<file path="config.mk">
export PLATFORM = sky130hd
export DESIGN_NAME = id_loop_ctrl
export DESIGN_NICKNAME = d
export VERILOG_FILES = /design/src/rtl/id_pkg.sv /design/src/rtl/id_loop_stack.sv /design/src/rtl/id_loop_ctrl.sv
export SDC_FILE = /design/constraint.sdc
export NUM_CORES = 1
export LEC_CHECK = 0
export CORE_ASPECT_RATIO = 1.4
export CORE_UTILIZATION = 59
export CTS_CLUSTER_SIZE = 10
export DETAILED_ROUTE_END_ITERATION = 10
export PLACE_DENSITY = 0.95
export SYNTH_ARGS = -nofsm -noshare
export SYNTH_HDL_FRONTEND = slang
export SYNTH_SLANG_ARGS = --single-unit
</file>
<file path="constraint.sdc">
create_clock -name CLOCK_50 -period 9.2 [get_ports CLOCK_50]
set_clock_uncertainty 0.15 [all_clocks]
set_input_delay 2.3 -clock CLOCK_50 [delete_from_list [all_inputs] [get_ports CLOCK_50]]
set_output_delay 2.3 -clock CLOCK_50 [all_outputs]
set_load 0.05 [all_outputs]
</file>
<file path="src/rtl/id_pkg.sv">
// Shared constants and payload types for the decode / hardware-loop stage.
package id_pkg;

    localparam int unsigned ID_PC_W  = 16;
    localparam int unsigned ID_CNT_W = 16;

    localparam logic [5:0] OP_NOP  = 6'h00;
    localparam logic [5:0] OP_LOOP = 6'h3E;
    localparam logic [5:0] OP_ENDL = 6'h3F;

    localparam int unsigned OPC_MSB = 31;
    localparam int unsigned OPC_LSB = 26;
    localparam int unsigned RD_MSB  = 25;
    localparam int unsigned RD_LSB  = 21;
    localparam int unsigned RS_MSB  = 20;
    localparam int unsigned RS_LSB  = 16;
    localparam int unsigned RT_MSB  = 15;
    localparam int unsigned RT_LSB  = 11;
    localparam int unsigned IMM_MSB = 15;
    localparam int unsigned IMM_LSB = 0;

    typedef struct packed {
        logic [ID_PC_W-1:0]  start;
        logic [ID_CNT_W-1:0] remaining;
    } loop_entry_t;

endpackage

</file>
<file path="src/rtl/id_loop_stack.sv">
// LIFO of active hardware loops; top is read combinationally.
module id_loop_stack
    import id_pkg::*;
#(
    parameter int unsigned DEPTH = 4
) (
    input  logic        clk,
    input  logic        rst_n,
    input  logic        push,
    input  loop_entry_t push_entry,
    input  logic        pop,
    input  logic        dec_top,
    output loop_entry_t top,
    output logic        full,
    output logic        empty
);

    localparam int unsigned SP_W  = $clog2(DEPTH + 1);
    localparam int unsigned IDX_W = (DEPTH > 1) ? $clog2(DEPTH) : 1;

    loop_entry_t      entries [DEPTH];
    logic [SP_W-1:0]  sp;
    logic [IDX_W-1:0] top_idx;
    logic [IDX_W-1:0] push_idx;

    assign top_idx  = IDX_W'(sp - SP_W'(1));
    assign push_idx = IDX_W'(sp);
    assign empty    = (sp == '0);
    assign full     = (sp == SP_W'(DEPTH));
    assign top      = empty ? '0 : entries[top_idx];

    // Operations are mutually exclusive by construction in the caller.
    always_ff @(posedge clk or negedge rst_n) begin
        if (!rst_n) begin
            sp <= '0;
            for (int unsigned i = 0; i < DEPTH; i++) begin
                entries[i] <= '0;
            end
        end else if (push && !full) begin
            entries[push_idx] <= push_entry;
            sp                <= sp + SP_W'(1);
        end else if (pop && !empty) begin
            sp <= sp - SP_W'(1);
        end else if (dec_top && !empty) begin
            entries[top_idx].remaining <= entries[top_idx].remaining - ID_CNT_W'(1);
        end
    end

endmodule

</file>
<file path="src/rtl/id_loop_ctrl.sv">
// Decode stage with hardware loop control; redirects fetch on a taken ENDL.
// Optional build macro ID_LOOP_STATS_EN enables the loop_redirects counter.
module id_loop_ctrl
    import id_pkg::*;
#(
    parameter int unsigned DEPTH = 4,
    parameter int unsigned PC_W  = ID_PC_W,
    parameter int unsigned CNT_W = ID_CNT_W
) (
    input  logic            CLOCK_50,
    input  logic            reset,
    input  logic [31:0]     id_instr,
    input  logic [PC_W-1:0] PC_out,
    output logic            Loop,
    output logic [PC_W-1:0] PC_in,
    output logic            ex_valid,
    output logic [5:0]      ex_opcode,
    output logic [4:0]      ex_rd,
    output logic [4:0]      ex_rs,
    output logic [4:0]      ex_rt,
    output logic [15:0]     ex_imm,
    output logic [PC_W-1:0] ex_pc,
    output logic            loop_err,
    output logic [15:0]     loop_redirects
);

    logic [PC_W-1:0] pc_d;
    logic            squash;
    logic [5:0]      opcode;
    logic            push;
    logic            pop;
    logic            dec_top;
    logic            fwd;
    logic            err_set;
    logic            full;
    logic            empty;
    loop_entry_t     top;
    loop_entry_t     push_entry;

    assign opcode                = id_instr[OPC_MSB:OPC_LSB];
    assign push_entry.start      = ID_PC_W'(pc_d + PC_W'(1));
    assign push_entry.remaining  = ID_CNT_W'(id_instr[IMM_MSB:IMM_LSB]);

    id_loop_stack #(
        .DEPTH (DEPTH)
    ) u_stack (
        .clk        (CLOCK_50),
        .rst_n      (reset),
        .push       (push),
        .push_entry (push_entry),
        .pop        (pop),
        .dec_top    (dec_top),
        .top        (top),
        .full       (full),
        .empty      (empty)
    );

    // Squashed slots make no decode or stack decision at all.
    always_comb begin
        push    = 1'b0;
        pop     = 1'b0;
        dec_top = 1'b0;
        fwd     = 1'b0;
        err_set = 1'b0;
        Loop    = 1'b0;
        PC_in   = '0;
        if (!squash) begin
            case (opcode)
                OP_LOOP: begin
                    fwd = 1'b1;
                    if (full) err_set = 1'b1;
                    else      push    = 1'b1;
                end
                OP_ENDL: begin
                    if (empty) begin
                        err_set = 1'b1;
                    end else if (top.remaining > ID_CNT_W'(1)) begin
                        Loop    = 1'b1;
                        PC_in   = PC_W'(top.start);
                        dec_top = 1'b1;
                    end else begin
                        pop = 1'b1;
                    end
                end
                default: fwd = (id_instr != 32'h0);
            endcase
        end
    end

    always_ff @(posedge CLOCK_50 or negedge reset) begin
        if (!reset) begin
            pc_d      <= '0;
            squash    <= 1'b0;
            loop_err  <= 1'b0;
            ex_valid  <= 1'b0;
            ex_opcode <= '0;
            ex_rd     <= '0;
            ex_rs     <= '0;
            ex_rt     <= '0;
            ex_imm    <= '0;
            ex_pc     <= '0;
        end else begin
            pc_d     <= PC_out;
            squash   <= Loop;
            loop_err <= loop_err | err_set;
            ex_valid <= fwd;
            if (fwd) begin
                ex_opcode <= opcode;
                ex_rd     <= id_instr[RD_MSB:RD_LSB];
                ex_rs     <= id_instr[RS_MSB:RS_LSB];
                ex_rt     <= id_instr[RT_MSB:RT_LSB];
                ex_imm    <= id_instr[IMM_MSB:IMM_LSB];
                ex_pc     <= pc_d;
            end
        end
    end

`ifdef ID_LOOP_STATS_EN
    // Saturating count of taken redirects.
    always_ff @(posedge CLOCK_50 or negedge reset) begin
        if (!reset) begin
            loop_redirects <= '0;
        end else if (Loop && (loop_redirects != 16'hFFFF)) begin
            loop_redirects <= loop_redirects + 16'd1;
        end
    end
`else
    assign loop_redirects = '0;
`endif

endmodule

</file>
==> Yosys cells after proc, flatten, opt, wreduce, memory -nomap -nowiden <==
Cells that the tools add are included.
Widths: inputs -> output; s select.
{ "totals": {"input_bits": 50, "output_inout_bits": 88, "ff_bits": 203, "word_cells": 83} }
{ "op_classes": {"order_cmp": 5, "eq_ne": 4, "mux": 36, "reduce_logical": 12, "add_sub_neg": 4, "bitwise_logic": 3} }
{ "ops": {"columns": ["operator", "n"], "rows": [
  ["$mux 128", 3],
  ["$bwmux 128", 2],
  ["$demux 32 s2", 2],
  ["$mux 32", 4],
  ["$mux 16", 5],
  ["$bmux 32 s2", 1],
  ["$reduce_bool 32->1", 1],
  ["$add 16x1->16 const B", 1],
  ["$gt 16x1->1 const B", 1],
  ["$sub 16x1->16 const B", 1],
  ["$mux 1", 15],
  ["$eq 6x6->1 const B", 2],
  ["$ge 3x3->1 const B", 2],
  ["$lt 3x1->1 const B", 2],
  ["$mux 3", 2],
  ["$not 2->3", 2],
  ["$logic_and 1x1->1", 5],
  ["$pmux 1 s2", 2],
  ["$reduce_bool 2->1", 2],
  ["$add 3x1->3 const B", 1],
  ["$eq 3x3->1 const B", 1],
  ["$logic_not 3->1", 1],
  ["$sub 3x1->3 const B", 1],
  ["$logic_not 1->1", 2],
  ["3 further kinds", 3]
]} }

==> Depth between registers and ports, before layout <==
Gate-level depths: netlist (run 1).
{ "logic_depth": {"word_depth": 15, "ltp_mapped": 15, "depth_no_buf": 9} }

==> Hierarchy <==
From an unflattened synthesis (run 1), not the netlist that was laid out.
{ "unflattened": {"hier_cells": 920, "hier_area_um2": 9759.4} }
{ "modules_own_cells": {"columns": ["module", "seq_area_each_um2", "area_each_um2", "cells_each", "instances"], "rows": [
  ["id_loop_stack", 3278.1, 6819.0, 700, 1],
  ["id_loop_ctrl", 1676.6, 2940.3, 220, 1]
]} }

==> Least setup slack after synthesis (run 1) <==
OpenSTA, ideal clock, no wires.
{ "synth_path": {"path_kind": "input -> output", "from": "in id_instr[30]", "to": "out PC_in[10]", "path_slack_ns": 2.483, "required_ns": 6.750, "arrival_time_ns": 4.267, "stages": 6, "n_path_buf": 1, "cell_sequence": "nand4_1 > nor3_1 > and2_1 > or2b_2 > buf_4 > nor2b_1"} }
{ "synth_between": {"elab_chain_len": 3} }
{ "synth_lines": {"columns": ["element", "line_no", "text"], "rows": [
  ["from (decl)", "id_loop_ctrl.sv:12", "input logic [31:0] id_instr,"],
  ["$eq 6x6->1", "id_loop_ctrl.sv:68", "case (opcode)"],
  ["$mux 16", "id_loop_ctrl.sv:68", null],
  ["$mux 16", "id_loop_ctrl.sv:67", "if (!squash) begin"],
  ["to (decl)", "id_loop_ctrl.sv:15", "output logic [PC_W-1:0] PC_in,"]
]} }
Every way passes these cells.

==> Worst setup path after layout (run 1) <==
{ "layout_path": {"from": "in id_instr[30]", "to": "out PC_in[1]"} }
Same word-level chain as after synthesis.

==> impl_metrics.ini, run 1 <==
[synthesis]
synth.most_common_cell = dfrtp_1
ys_seq_area_share_pct = 52.2
synthTopCellsByCount = dfrtp_1, nand2_1, inv_1, o21ai_0, o221ai_1
synthFlopType = dfrtp_1
synth_top_area_share_pct = 52.2
ys_ff_latch = 198
yosysUniqueCellTypes = 45
avgSynthCellArea_sq_um = 11.2
yosysWarnings = 0
synthesis.area_sq_mm = 0.00949
synth_cells = 845
synth-edff-count = 0
yosysTopAreaCell = dfrtp_1
synth_async_sr_flop_share_pct = 100
synth_area_leaders = dfrtp_1, mux4_2, nand2_1

[timing]
worstMarginPinSlew_ns = 1.12
worst_slack_ns = 1.27
timing.final.crit_share_pct = 86.2
rsz0062_at_grt = false
max_freq_mhz = 126
setup_violations = 0
timing.setup.tns_ns = 0
fin_crit_ns = 7.93
slew_headroom_pct = 25.4
drv_slew = 0
hold_viol_final = 0

[grt]
gr-total-overflow = 0
grt_pass1_vias = 7622
grt_pass1_wl_um = 41200
grt_max_degree = 119
antenna_found_initial = 0
grtUsageTotal_pct = 33.4

[cells_and_area]
areaGrowthSynthToFinish_pct = 18.1
finalNetCount = 991
diodes = 0
fin_area_sq_mm = 0.0112
final_core_util_pct = 71.5
drive_gt1_share_pct = 14.1

[power]
clock_power_share_pct = 26.1
irDropWorstVdd_uv = 170
p_per_area_mw_per_mm2 = 258
comb_power_share_pct = 34.1
p_sw_uw = 1030
seqPwrFrac_pct = 39.8
p_sw_share_pct = 35.5
p_int_uw = 1870
p_leak_uw = 0.00469

[cts]
clockBufferDepth = 2
cts_sinks = 198
ctsResizeCount = 0
clockRootBuffer = clkbuf_16
clk_latency_ns = 0.45
post_cts_buffers = 0
clk_pin_slew_ns = 0.06
cts_tree = built
numCtsBuffers = 17
htreeDepth = 4
ctsHoldBuffers = 0

[floorplanning]
pin_count = 138
fp.dieH_um = 152
num_rows = 54
dieArea_sq_mm = 0.0166
start_util_pct = 60.6
die_w_um = 109
core_sq_mm = 0.0157

[setup_path]
cp_slowest_cell = clkdlybuf4s50_1
critical_path_class = in2out
cp-start-kind = input pin
crit_path_max_incr_delay_ns = 0.84
cp.arrival_ns = 5.48
startpoint = id_instr[30]
cp_common_cell = clkdlybuf4s50_1
endpoint = PC_in[1]
r2r-start = u_stack.sp[1]$_DFFE_PN0P_
end_kind = output pin
cp_max_fo = 17
reg2reg_slack_ns = 4.51
crit_chain = clkdlybuf4s50_1 > nand4_1 > nor3_1 > and2_1 > or2b_2 > nor2b_1 > clkdlybuf4s50_1
worst_ep_required_time_ns = 6.75
r2r_end = u_stack.entries[12]$_DFFE_PN0P_
r2r_cells = 9

[route]
initialDrtViolationCount = 836
dr.pass1.iters = 8
vias = 7426
wire_per_inst_um = 23.2
via_per_inst = 6.51
drt_wl_total_um = 26400
drc_errors = 0
drtAntennaViolNets = 0

[outcome]
status = completed

[placed_design]
gp_congestion = 0.885
hpwl_um = 16500
place_area_sq_mm = 0.0106
portBuffers = 121
dp_slack_ns = 1.36

[flow_run]
cap_violations = 0

[hold_path]
hold_class = reg2reg
hp-start = u_stack.entries[120]$_DFFE_PN0P_
==> power by group through the flow <==
stage	clock network (uW)	logic (uW)	registers [uW]
floorplan	0	673	1170
global placement	0	910	1140
detailed placement	0	951	1150
CTS	755	973	1140
global route	790	1050	1160
finish	754	986	1150
==> placed cells by master (no fill, tap or decap), types with 3 or more instances in the layout <==
| master | count |
|---|---|
| nand3_1 | 8 |
| clkdlybuf4s50_1 | 120 |
| bufinv_16 | 3 |
| nor2b_1 | 17 |
| clkinv_2 | 6 |
| o21ai_4 | 3 |
| mux4_2 | 33 |
| o221ai_1 | 53 |
| dfrtp_1 | 197 |
| o21ai_0 | 60 |
| or4_1 | 4 |
| xnor2_1 | 15 |
| xor2_1 | 16 |
| and2_1 | 8 |
| nand2_1 | 146 |
| mux2_2 | 48 |
| inv_1 | 62 |
| clkbuf_16 | 17 |
| nor2_1 | 12 |
| conb_1 | 16 |
| nor4_1 | 12 |
| o211ai_1 | 21 |
| ha_1 | 10 |
| nand4_1 | 9 |
| buf_4 | 6 |
| nor3_1 | 5 |
| or2_2 | 5 |
==> cell families after synthesis <==
kind of cell / after synthesis / share of synthesized area (%)
AND/OR/NAND/NOR: 237 / 11.7
flip-flops: 198 / 52.2
AO/OA/AOI/OAI: 150 / 11.3
buffers and inverters: 137 / 7.08
multiplexers: 81 / 13.5
XOR/XNOR: 31 / 2.86
adder cells (fa/ha/maj): 10 / 1.32
other: 1 / 0.0395
==> sequential cells by signal (all words and copies together), names as in the netlist <==
register and cells:
ex_imm 11, ex_opcode 6, ex_pc 16, ex_rd 5
ex_rs 5, ex_rt 5, ex_valid 1, loop_err 1
pc_d 16, squash 1, u_stack.entries 128, u_stack.sp 3
==> critical path, delay by kind of cell <==
kind / cells / cell delay, ns
and+or+nand+nor: 5 / 1.81
buffers and inverters: 2 / 1.35
==> cell type report <==
type | count | area, sq um
clock buffer | 19 | 433
clock inverter | 13 | 154
fill | 997 | 4460
inverter | 62 | 233
multi-input combinational | 525 | 3930
sequential | 198 | 4960
tap | 196 | 245
timing repair buffer | 127 | 1260
==> through the flow <==
| step | std cells | hold slack [ns] | total power (uW) |
|---|---|---|---|
| after floorplan | 860 | 0.290 | 1840 |
| after global placement | 1108 | 0.303 | 2050 |
| after detailed placement | 1108 | 0.318 | 2100 |
| after CTS | 1140 | 0.336 | 2870 |
| after global routing | 1140 | 0.351 | 3000 |
| final | 1140 | 0.329 | 2890 |
==> per-layer routing <==
layer | GRT usage (%) | vias up | share of wire [%]
li1 | - | 3110 | -
met1 | 38.6 | 3685 | 34
met2 | 56.1 | 507 | 52
met5 | 0 | - | 0
met4 | 19.3 | 0 | 5.7
met3 | 7.59 | 124 | 8.4
==> how the worst min path moves through the flow <==
stage	to	slack [ns]	depth (start not counted)
2_1_floorplan	u_stack.entries[81]$_DFFE_PN0P_	0.29	2
3_3_place_gp	u_stack.entries[17]$_DFFE_PN0P_	0.30	2
3_5_place_dp	u_stack.entries[116]$_DFFE_PN0P_	0.32	2
4_1_cts	u_stack.entries[120]$_DFFE_PN0P_	0.34	2
5_1_grt	u_stack.entries[125]$_DFFE_PN0P_	0.35	2
6_report	u_stack.entries[120]$_DFFE_PN0P_	0.33	2
(Power assumes the default switching activity.)
==> inputs of run 2 (changes only) <==
- CORE_UTILIZATION: 59 -> 55
- PLACE_DENSITY: 0.95 -> 0.9
- clock period: 9.2 -> 8.6 ns (I/O delays scaled with it)
==> run 2 against run 1 <==
  * Worst setup slack worse by 0.21 ns
  * Sequential power grew 7%
  * Non-clock buffer count increased by 1
  * Wire length shrank 6.4%
  * Sequential share of layout area is essentially flat
  * Combinational power grew 5%
  * Count of clock-buffer cells in the layout up 1
  * Critical path depth unchanged
  * Register-to-register slack got worse by 0.29 ns
==> impl_metrics.ini, run 2 (synthesis gave the netlist of run 1 again) <==
[route]
drc_errors = 0
drtAntennaViolNets = 0
vias = 7201
initialDrtViolationCount = 587
via_per_inst = 6.28
drt_wl_total_um = 24800
dr.pass1.iters = 5
wire_per_inst_um = 21.6

[cts]
cts_sinks = 198
post_cts_buffers = 0
clk_latency_ns = 0.44
htreeDepth = 4
numCtsBuffers = 17
ctsResizeCount = 0
cts_tree = built
clk_pin_slew_ns = 0.07
clockBufferDepth = 2
ctsHoldBuffers = 0
clockRootBuffer = clkbuf_16

[outcome]
status = completed

[cells_and_area]
areaGrowthSynthToFinish_pct = 18.1
top_register = u_stack.entries
drive_gt1_share_pct = 14.1
layout.cells.non_filler = 1147
final_cell_mix = dfrtp_1, nand2_1, clkdlybuf4s50_1, inv_1, o21ai_0
largest_register_ffs = 128
largestRegisters = u_stack.entries (128), ex_pc (16), pc_d (16)
finalNetCount = 992
diodes = 0
mostFrequentLayoutCell = dfrtp_1

[timing]
hold_viol_final = 0
setup_violations = 0
timing.final.crit_share_pct = 87.6
fin_crit_ns = 7.53
timing.setup.tns_ns = 0
worstMarginPinSlew_ns = 1.13
worst_slack_ns = 1.07
max_freq_mhz = 133
drv_slew = 0
slew_headroom_pct = 24.7
rsz0062_at_grt = false
whs_ns = 0.333

[power]
irDropWorstVdd_uv = 160
p_per_area_mw_per_mm2 = 272
p_leak_uw = 0.00468

[floorplanning]
start_util_pct = 56.5
fp.dieH_um = 157
pin_count = 138
core_sq_mm = 0.0168
die_w_um = 113
dieArea_sq_mm = 0.0178
num_rows = 56

[grt]
grt_max_degree = 94
antenna_found_initial = 0
gr-total-overflow = 0
grtUsageTotal_pct = 29.7
grt_pass1_vias = 7361
grt_pass1_wl_um = 39700

[setup_path]
cp.arrival_ns = 5.23
cp_max_fo = 17
critical_path_class = in2out
cp-start-kind = input pin
worst_ep_required_time_ns = 6.30
end_kind = output pin

[placed_design]
portBuffers = 121
gp_congestion = 0.885
dp_slack_ns = 1.07
place_inst = 1116
hpwl_um = 16400

[flow_run]
cap_violations = 0

[hold_path]
hold_class = reg2reg
==> run 2: cell types whose count changed in the layout (fill, tap and decap cells not counted), sizes merged <==
cell	change
inv	-1
clkbuf	+1
clkinvlp	+1
clkinv	-1
bufinv	-1
buf	+1
==> run 2: critical path, cell delays in order <==
cell	delay (ns)
clkdlybuf4s50_1	0.51
nand4_1	0.18
nor3_1	0.58
and2_1	0.31
or2b_2	0.48
nor2b_1	0.19
clkdlybuf4s50_1	0.82
==> run 2: cell type report <==
class / count / area (sq um)
Multi-Input combinational cell: 525 / 3930
Clock buffer: 20 / 447
Timing Repair Buffer: 128 / 1270
Fill cell: 1180 / 5600
Tap cell: 203 / 254
Clock inverter: 11 / 128
Sequential cell: 198 / 4960
Inverter: 62 / 233
==> run 2: through the flow <==
stage | instance area [sq um] | power [uW] | util, %
global route | 11200 | 3190 | 66.7
floorplan | 9550 | 1970 | -
CTS | 11200 | 3040 | 66.7
detailed placement | 10600 | 2250 | 63.3
global placement | 10600 | 2210 | 63.3
finish | 11200 | 3050 | 66.7
==> run 2: final timing paths <==
path,startpoint,endpoint,slack (ns),depth (start not counted)
min in group asynchronous,reset,u_stack.entries[9]$_DFFE_PN0P_,1.62,1
max reg2reg,u_stack.sp[1]$_DFFE_PN0P_,u_stack.entries[12]$_DFFE_PN0P_,4.22,8
min reg2reg,u_stack.entries[20]$_DFFE_PN0P_,u_stack.entries[20]$_DFFE_PN0P_,0.33,2
max,id_instr[31],PC_in[7],1.07,7
max in group asynchronous,reset,ex_pc[8]$_DFFE_PN0P_,5.50,2
min,u_stack.entries[20]$_DFFE_PN0P_,u_stack.entries[20]$_DFFE_PN0P_,0.33,2
==> run 2: power breakdown <==
group          switching [uW]  internal [uW]
Combinational             606            432
Clock                     351            436
Sequential                120           1110
==> run 2: per-layer routing <==
metal	vias to the layer above	wire length [um]	global-route usage, %
met5	-	0	0
met4	0	1100	17.0
met3	91	1710	5.16
met2	414	13100	52.3
met1	3583	8820	34.0
li1	3113	-	-
==> inputs of run 3 (changes only) <==
- PLACE_DENSITY: 0.9 -> 0.89
- SYNTH_HIERARCHICAL: default -> 1
==> run 3 against run 2 <==
  * Critical path depth stayed put
  * Critical endpoint is now PC_in[15]
  * Area after synthesis rose by 2.8%
  * Global-route usage is 1.9 points higher
==> impl_metrics.ini, run 3 <==
[floorplanning]
fp.dieH_um = 160
core_sq_mm = 0.0173
pin_count = 138
start_util_pct = 56.3
num_rows = 57
die_w_um = 115
dieArea_sq_mm = 0.0183

[cells_and_area]
top_register = u_stack/entries
nFillCells = 1214
finalNetCount = 1077
multiInputGateArea_sq_mm = 0.00446
largestRegisters = u_stack/entries (128), ex_pc (16), pc_d (16)
diodes = 0
final_core_util_pct = 67.6
areaGrowthSynthToFinish_pct = 20.1
largest_register_ffs = 128
layout.cells.non_filler = 1266
register_area_sq_mm = 0.00496
mostFrequentLayoutCell = nand2_1
drive_gt1_share_pct = 11.8
final_cell_mix = nand2_1, dfrtp_1, clkdlybuf4s50_1, a22oi_1, mux2_2

[grt]
grt_max_degree = 103
antenna_found_initial = 0
gr-total-overflow = 0
grt_pass1_wl_um = 43900
grt_pass1_vias = 8548
grtUsageTotal_pct = 31.6

[timing]
max_freq_mhz = 145
whs_ns = 0.328
worst_slack_ns = 1.72
drv_slew = 0
rsz0062_at_grt = false
timing.setup.tns_ns = 0
slew_headroom_pct = 13.4
hold_viol_final = 0
fin_crit_ns = 6.88
setup_violations = 0
timing.final.crit_share_pct = 80.0
worstMarginPinSlew_ns = 1.30

[setup_path]
crit_path_max_incr_delay_ns = 0.82
path_delay_family = buffers and inverters
cp_common_cell = clkdlybuf4s50_1
cp-start-kind = input pin
end_kind = output pin
cp_slowest_cell = clkdlybuf4s50_1
critical_path_class = in2out
path_buf_inv = 3
cp.arrival_ns = 4.58
crit_chain = clkdlybuf4s50_1 > and4_1 > nand3b_1 > nor4b_2 > buf_4 > and2_1 > clkdlybuf4s50_1
cp_max_fo = 19
worst_ep_required_time_ns = 6.30

[route]
routed.top_layer = met4
wire_per_inst_um = 21.6
dr.pass1.iters = 7
initialDrtViolationCount = 795
via_per_inst = 6.42
met3_length_um = 2370
vias = 8126
wl_met2_um = 14100
drc_errors = 0
wl_met1_um = 9020
drt_wl_total_um = 27300
drtAntennaViolNets = 0

[synthesis]
yosysWarnings = 6
synthesis.area_sq_mm = 0.00976
synth_cells = 919
avgSynthCellArea_sq_um = 10.6

[cts]
clk_latency_ns = 0.44
cts_sinks = 198
post_cts_buffers = 0
htreeDepth = 4
clockRootBuffer = clkbuf_16
ctsResizeCount = 0
cts_tree = built
clk_pin_slew_ns = 0.07
numCtsBuffers = 17
ctsHoldBuffers = 0
clockBufferDepth = 2

[placed_design]
dp_slack_ns = 1.72
hpwl_um = 17600
place_inst = 1234
portBuffers = 121
gp_congestion = 0.869

[power]
p_per_area_mw_per_mm2 = 296
irDropWorstVdd_uv = 184
p_leak_uw = 0.00526

[flow_run]
cap_violations = 0

[outcome]
status = completed

[hold_path]
hold_class = reg2reg
[run 3: per-stage QoR]
stage | cell area [sq um] | total power [uW]
floorplan | 9810 | 2170
CTS | 11700 | 3440
global route | 11700 | 3620
global placement | 11000 | 2480
finish | 11700 | 3470
detailed placement | 11000 | 2520
[run 3: path summary, 6_finish.rpt]
kind | start | endpoint | slack, ns | depth (start not counted)
max | id_instr[30] | PC_in[15] | 1.72 | 7
min | u_stack/entries[27]$_DFFE_PN0P_ | u_stack/entries[27]$_DFFE_PN0P_ | 0.33 | 2
max reg2reg | u_stack/sp[1]$_DFFE_PN0P_ | u_stack/entries[100]$_DFFE_PN0P_ | 3.55 | 14
min reg2reg | u_stack/entries[27]$_DFFE_PN0P_ | u_stack/entries[27]$_DFFE_PN0P_ | 0.33 | 2
max in group asynchronous | reset | u_stack/entries[121]$_DFFE_PN0P_ | 4.89 | 3
min in group asynchronous | reset | ex_rd[4]$_DFFE_PN0P_ | 1.63 | 1
[run 3: routing by layer]
layer  vias to the layer above  GRT usage, %
met5                         -             0
met4                         0          22.7
met3                       183          6.55
met2                       618          53.2
met1                      3916          35.2
li1                       3409             -
[run 3: worst register-to-register path: stages, from the launching register on]
cell and delay [ns]:
dfrtp_1 0.42, inv_1 0.11, ha_1 0.89, mux4_2 0.50, nor2b_1 0.17, nor4_1 0.07
nand4_1 0.19, nor4b_2 0.22, buf_4 0.27, nor3b_1 0.62, nor2_1 0.11, buf_4 0.26
a21o_1 0.45, a22oi_1 0.28, o21ai_0 0.18
[run 3: cell type report]
cell class              instances  area share [%]
clock buffers                  21            3.93
clock inverters                11            1.78
inverters                       8           0.256
multi-input cells             659            38.1
flip-flops and latches        198            42.3
well taps                     236            2.52
repair buffers                133            11.1
[run 3: report_power, final]
group	internal, uW	switching, uW
sequential	1080	95.1
combinational	494	908
clock	540	359
